[src/rtl/merge_rr_n.sv]
// N-input round-robin merge for irdy/trdy channels.
// The grant is held on a stalled packet until it transfers; dropping it early sets a sticky error.
module merge_rr_n #(
  parameter int unsigned N = 4,
  parameter int unsigned W = 2,
  localparam int unsigned SELW = (N > 1) ? $clog2(N) : 1
) (
  input  logic            clk,
  input  logic            rst,
  input  logic [N-1:0]    i_irdy,
  output logic [N-1:0]    i_trdy,
  input  logic [N*W-1:0]  i_data,
  output logic            o0_irdy,
  input  logic            o0_trdy,
  output logic [W-1:0]    o0_data,
  output logic [SELW-1:0] sel,
  output logic            err
);

  logic [SELW-1:0] ptr_q, ptr_d;
  logic [SELW-1:0] lsel_q, lsel_d;
  logic            lock_q, lock_d;
  logic            err_q, err_d;

  logic            any_req;
  logic            locked;
  logic            viol;
  logic            found;
  logic [SELW-1:0] free_sel;
  logic [SELW-1:0] sel_arb;
  logic [N-1:0]    grant;
  int unsigned     idx;

  // Round-robin scan starting at ptr_q, wrapping modulo N.
  always_comb begin
    any_req  = |i_irdy;
    locked   = lock_q && i_irdy[lsel_q];
    viol     = lock_q && !i_irdy[lsel_q];
    found    = 1'b0;
    free_sel = ptr_q;
    idx      = 0;
    for (int unsigned j = 0; j < N; j++) begin
      idx = int'(ptr_q) + j;
      if (idx >= N) begin
        idx = idx - N;
      end
      if (!found && i_irdy[SELW'(idx)]) begin
        found    = 1'b1;
        free_sel = SELW'(idx);
      end
    end
    sel_arb = locked ? lsel_q : free_sel;
  end

  // Outputs are forced quiet while in reset; o0_trdy only reaches i_trdy.
  always_comb begin
    sel     = rst ? '0 : sel_arb;
    o0_irdy = !rst && any_req;
    grant   = '0;
    o0_data = '0;
    for (int k = 0; k < N; k++) begin
      if (SELW'(k) == sel) begin
        grant[k] = 1'b1;
        o0_data  = i_data[k*W +: W];
      end
    end
    i_trdy = (o0_trdy && !rst) ? (grant & i_irdy) : '0;
    err    = err_q;
  end

  always_comb begin
    ptr_d  = ptr_q;
    lsel_d = lsel_q;
    lock_d = 1'b0;
    err_d  = err_q | viol;
    if (any_req && o0_trdy) begin
      ptr_d = (sel_arb == SELW'(N - 1)) ? '0 : sel_arb + 1'b1;
    end else if (any_req) begin
      lock_d = 1'b1;
      lsel_d = sel_arb;
    end
  end

  always_ff @(posedge clk) begin
    if (rst) begin
      ptr_q  <= '0;
      lsel_q <= '0;
      lock_q <= 1'b0;
      err_q  <= 1'b0;
    end else begin
      ptr_q  <= ptr_d;
      lsel_q <= lsel_d;
      lock_q <= lock_d;
      err_q  <= err_d;
    end
  end

endmodule
[config.mk]
export PLATFORM = sky130hd
export DESIGN_NAME = merge_rr_n
export DESIGN_NICKNAME = d
export VERILOG_FILES = /design/src/rtl/merge_rr_n.sv
export SDC_FILE = /design/constraint.sdc
export NUM_CORES = 1
export LEC_CHECK = 0
export ABC_AREA = 1
export CAP_MARGIN = 40
export CORE_AREA = 10 10 51 53
export CTS_BUF_LIST = sky130_fd_sc_hd__clkbuf_16
export DETAILED_ROUTE_END_ITERATION = 7
export DIE_AREA = 0 0 61 63
export GPL_ROUTABILITY_DRIVEN = 0
export PLACE_DENSITY = 0.82
export SYNTH_ARGS = -nofsm -noshare
export SYNTH_HDL_FRONTEND = slang
export SYNTH_SLANG_ARGS = --single-unit
[constraint.sdc]
create_clock -name clk -period 4.28 [get_ports clk]
set_clock_uncertainty 0.2 [all_clocks]
set_input_delay 0.856 -clock clk [delete_from_list [all_inputs] [get_ports clk]]
set_output_delay 0.856 -clock clk [all_outputs]
set_load 0.005 [all_outputs]
## Yosys cells after proc, flatten, opt, wreduce, memory -nomap -nowiden

Index checks and enable logic that the tools add are counted.

| operators by class | value |
|---|---|
| bitwise gates (word level) | 3 |
| add/sub/neg operators | 8 |
| reductions and logical operators | 17 |
| muxes and demuxes | 34 |
| equal/unequal tests | 4 |
| order comparisons | 9 |

Operators with widths:

| cell | count |
|---|---|
| two-way mux 2 bit | 15 |
| < comparator 2 x 3 -> 1 bit, second input constant | 5 |
| two-way mux 1 bit | 13 |
| binary-select mux 1 bit (select 2 bit) | 5 |
| >= comparator 3 bit, second input constant | 3 |
| logical AND 1 bit | 8 |
| subtractor 2 x 1 -> 2 bit, second input constant | 4 |
| adder 2 x 2 -> 3 bit, second input constant | 2 |
| logical NOT 1 bit | 5 |
| bitwise AND 4 bit | 1 |
| == test 2 bit, first input constant | 2 |
| two-way mux 4 bit | 1 |
| OR reduction 4 bit | 1 |
| adder 2 x 1 -> 3 bit, second input constant | 1 |
| >= comparator 2 x 3 -> 1 bit, second input constant | 1 |
| adder 2 x 1 -> 2 bit, second input constant | 1 |
| == test 1 x 2 -> 1 bit, first input constant | 1 |
| == test 2 bit, second input constant | 1 |
| logical NOT 2 bit | 1 |
| AND reduction 2 bit | 1 |
| OR reduction 2 bit | 1 |
| NOT 1 bit | 1 |
| OR 1 bit | 1 |

| storage, ports and cells | value |
|---|---|
| input port bits | 15 |
| register bits | 6 |
| output and inout port bits | 10 |

## Longest topological paths before layout

| depth | value |
|---|---|
| word-level depth | 21 |
| depth in mapped cells | 17 |
| gate-level depth less buffers | 16 |

## Least setup slack after synthesis

OpenSTA, ideal clock, no wires.

| path | value |
|---|---|
| path type | input to output |
| start point | in i_irdy[2] |
| end point | out i_trdy[0] |
| stages on the path | 7 |
| arrival | 1.899 ns |
| slack | 1.325 ns |
| data required time | 3.224 ns |
| path through | inv_1 o21ai_1 nand3_1 or2_1 nand2_2 inv_2 nor4_2 |

| on the way | value |
|---|---|
| cells in the longest elaborated chain, start to end | 18 |

Ends and longest elaborated chain:

| element | RTL line | RTL |
|---|---|---|
| start: declaration | 10 | `input logic [N-1:0] i_irdy,` |
| binary-select mux 1 bit (select 2 bit) | 47 | `if (!found && i_irdy[SELW'(idx)]) begin` |
| two-way mux 1 bit (implied by the code) | 47 |  |
| two-way mux 1 bit | 47 |  |
| logical NOT 1 bit | 47 |  |
| logical AND 1 bit | 47 |  |
| two-way mux 1 bit | 47 |  |
| logical NOT 1 bit | 47 |  |
| logical AND 1 bit | 47 |  |
| [2 not listed] | -- |  |
| logical AND 1 bit | 47 |  |
| two-way mux 2 bit | 47 |  |
| two-way mux 2 bit * | 52 | `sel_arb = locked ? lsel_q : free_sel;` |
| two-way mux 2 bit * | 57 | `sel = rst ? '0 : sel_arb;` |
| logical NOT 2 bit * | 62 | `if (SELW'(k) == sel) begin` |
| two-way mux 1 bit * | 62 |  |
| bitwise AND 4 bit * | 67 | `i_trdy = (o0_trdy && !rst) ? (grant & i_irdy) : '0;` |
| two-way mux 4 bit * | 67 |  |
| end: declaration | 11 | `output logic [N-1:0] i_trdy,` |

Mark *: on every way between the ends. The rest lies on a longest branch, timed or not. The select of a mux whose other input is x is not followed.

## Worst setup path after layout

| path | value |
|---|---|
| start point | reg ptr_q[0] |
| end point | out i_trdy[2] |

| on the way | value |
|---|---|
| cells in the longest elaborated chain, start to end | 20 |

Ends and longest elaborated chain:

| element | RTL line | RTL |
|---|---|---|
| start: declaration | 20 | `logic [SELW-1:0] ptr_q, ptr_d;` |
| start signal: assignment | 91 | `ptr_q <= ptr_d;` |
| parallel branches: the longest is 13 deep, another holds adder 2 x 1 -> 3 bit | -- |  |
| two-way mux 2 bit * | 47 |  |
| two-way mux 2 bit * | 52 |  |
| two-way mux 2 bit * | 57 |  |
| == test 2 bit * | 62 |  |
| two-way mux 1 bit * | 62 |  |
| bitwise AND 4 bit * | 67 |  |
| two-way mux 4 bit * | 67 |  |

Every way passes the cells marked *. The select of a mux whose other input is x is not followed.

==> flow_summary.ini <==
[outcome]
status = finished clean

[cts]
htreeDepth = 1
clkLatencyLatePin_ns = 0.22
cts_tree = yes
clockBufferDepth = 2
clock_sinks = 6
root_buffer = clkbuf_16
clk_pin_slew_ns = 0.03
cts_made_buffers = 3

[die]
io_pins = 25
rows = 15
core_um2 = 1652
die_w_um = 61
die-area_um2 = 3843
start_util = 0.4735
die_h_um = 63

[worst_setup_path]
end_kind = output port
worstPathArrival_ns = 2.81
cp_max_fo = 13
crit_path_start_kind = flop
critPathRequiredTime_ns = 3.22
path_class = flop to output port

[global_routing]
gr-total-overflow = 0
antenna_found_initial = 0
grt_use_total = 0.1204
grt_max_degree = 14
grt_pass1_wl_um = 3801
grt_pass1_vias = 866

[sta]
setup_viol = 0
rsz0062_at_grt = no
slew_viol_final = 0
timing.hold.ws_ns = 0.2973
fin_crit_ns = 3.870
hold_viol_final = 0
period_share = 0.9041
worst_pin_slew_ns = 0.5294
fmax_ghz = 0.2584
worst_slack_ns = 0.4103
tns_ns = 0
relSlewSlack = 0.6466

[route]
met1Wirelength_um = 960
viasPerCell = 5.153
dr_wl_met2_um = 1200
drc = 0
drtAntennaViolNets = 0
wl_met3_um = 80
firstDrtPassIters = 4
post_drt_wl_per_cell_um = 12.66
wirelength_um = 2240
vias = 912
top_layer_used = met3
dr.first_iter.drc_count = 26

[finish]
drive_gt1_frac = 0.2063
layout.nets = 177
mostFrequentLayoutCells = nand2_1, clkdlybuf4s50_1, nand3_1
fillers = 150
antenna_cells = 0
layout_commonest_cell = nand2_1
areaGrowthSynthToFinish_pct = 42.24

[synthesis]
post_synth_num_cell_types = 23
ys_seq_area_frac = 0.1536
syn_inst = 135
ys_ff_latch = 6
avgSynthCellArea_um2 = 5.793
syn-num-nets = 150
syn_area_um2 = 782.0
ys_warn_count = 0

[place]
dp_hpwl_um = 1800
dp_slack_ns = 0.06831
io_buffers = 24

[power]
switching_share = 0.3902
power_frac_comb = 0.494
p_leak_nw = 0.5868
clock_power_share = 0.331
p_per_area_nw_per_um2 = 402.6
p_sw_uw = 174.7
ir_worst_vdd_mv = 0.3171
p_seq_frac = 0.175
internal-power_uw = 273.1

[run]
max_cap_viol_count = 0

[hold_path]
hold_path.class = flop to flop
[cell type report]
type,count,area [um^2],area share
sequential,6,120.1,0.1080
multi-input combinational,108,571.8,0.5141
tap,17,21.27,0.01912
inverter,19,71.32,0.06412
clock buffer,3,75.07,0.06749
timing repair buffer,24,252.7,0.2272
[path summary, 6_finish.rpt]
| kind | start | endpoint | slack [ns] | depth (start not counted) |
|---|---|---|---|---|
| max | ptr_q[0]$_SDFFE_PP0P_ | i_trdy[2] | 0.41 | 13 |
| min | err$_SDFF_PP0_ | err$_SDFF_PP0_ | 0.30 | 2 |
| max reg2reg | ptr_q[0]$_SDFFE_PP0P_ | ptr_q[0]$_SDFFE_PP0P_ | 1.95 | 15 |
| min reg2reg | err$_SDFF_PP0_ | err$_SDFF_PP0_ | 0.30 | 2 |
[Yosys cell counts]
master     n  area, um^2
nand2_4    1       11.26
o21ai_1    2       10.01
inv_1     13       48.80
o21ai_0    3       15.01
nor4_1     1       6.260
nand2_2   11       68.82
a21oi_1    6       30.03
nand3_4    1       17.52
or2_1      1       6.260
xor2_1     1       8.760
nor2_2     2       12.51
inv_2      6       22.52
nand2_8    1       20.02
nand3_2    1       10.01
buf_4      1       7.510
nor4_2     4       50.05
nand2_1   49       183.9
buf_6      1       11.26
nor2_1     6       22.52
nand4_1    5       31.28
dfxtp_1    6       120.1
o211ai_1   1       7.510
nand3_1   12       60.06
[registers in the layout (all words and copies together), names as in the netlist]
register / cells
lsel_q: 2
ptr_q: 2
err: 1
lock_q: 1
[repair_timing]
action	CTS	global route
buffers inserted	0	0
endpoints found under the setup margin	0	6
hold buffers	0	0
gates resized for setup	0	8
[through the flow]
step | instances | power (mW) | util | area, um^2
floorplan | 135 | 0.2339 | - | 782.0
global placement | 174 | 0.2954 | 0.6205 | 1025
detailed placement | 174 | 0.3000 | 0.6205 | 1025
CTS | 177 | 0.4516 | 0.6659 | 1100
global route | 177 | 0.4823 | 0.6735 | 1112
finish | 177 | 0.4478 | 0.6735 | 1112
[cells by family after synthesis]
logic type / Yosys count / synth area share
compound gates: 12 / 0.08000
xor+xnor: 1 / 0.01120
buf+inv: 21 / 0.1152
flops: 6 / 0.1536
simple gates: 95 / 0.6400
[layer usage]
| layer | global-route usage | up-vias |
|---|---|---|
| li1 | - | 487 |
| met1 | 0.1422 | 411 |
| met2 | 0.2015 | 14 |
| met3 | 0.02439 | 0 |
| met4 | 0.04396 | 0 |
| met5 | 0 | - |
[worst max-delay path: stages, from the launching register on]
cell and delay (ns):
dfxtp_1 0.64, inv_2 0.21, nand2_1 0.14, nand3_1 0.09, nand2_2 0.14, nand2_2 0.08, nor2_2 0.09, nand2_1 0.05
nand2_1 0.10, nand2_2 0.08, nand2_2 0.12, inv_2 0.07, nor4_2 0.22, clkdlybuf4s50_1 0.55
[power by group through the flow]
stage / sequential, mW / combinational (mW) / clock [mW]
6_report: 0.0783 / 0.221 / 0.148
5_1_grt: 0.0791 / 0.247 / 0.156
4_1_cts: 0.0776 / 0.223 / 0.151
3_5_place_dp: 0.0783 / 0.222 / 0
3_3_place_gp: 0.0776 / 0.218 / 0
2_1_floorplan: 0.0685 / 0.165 / 0
No activity file was read; power rests on OpenSTA's default activity.
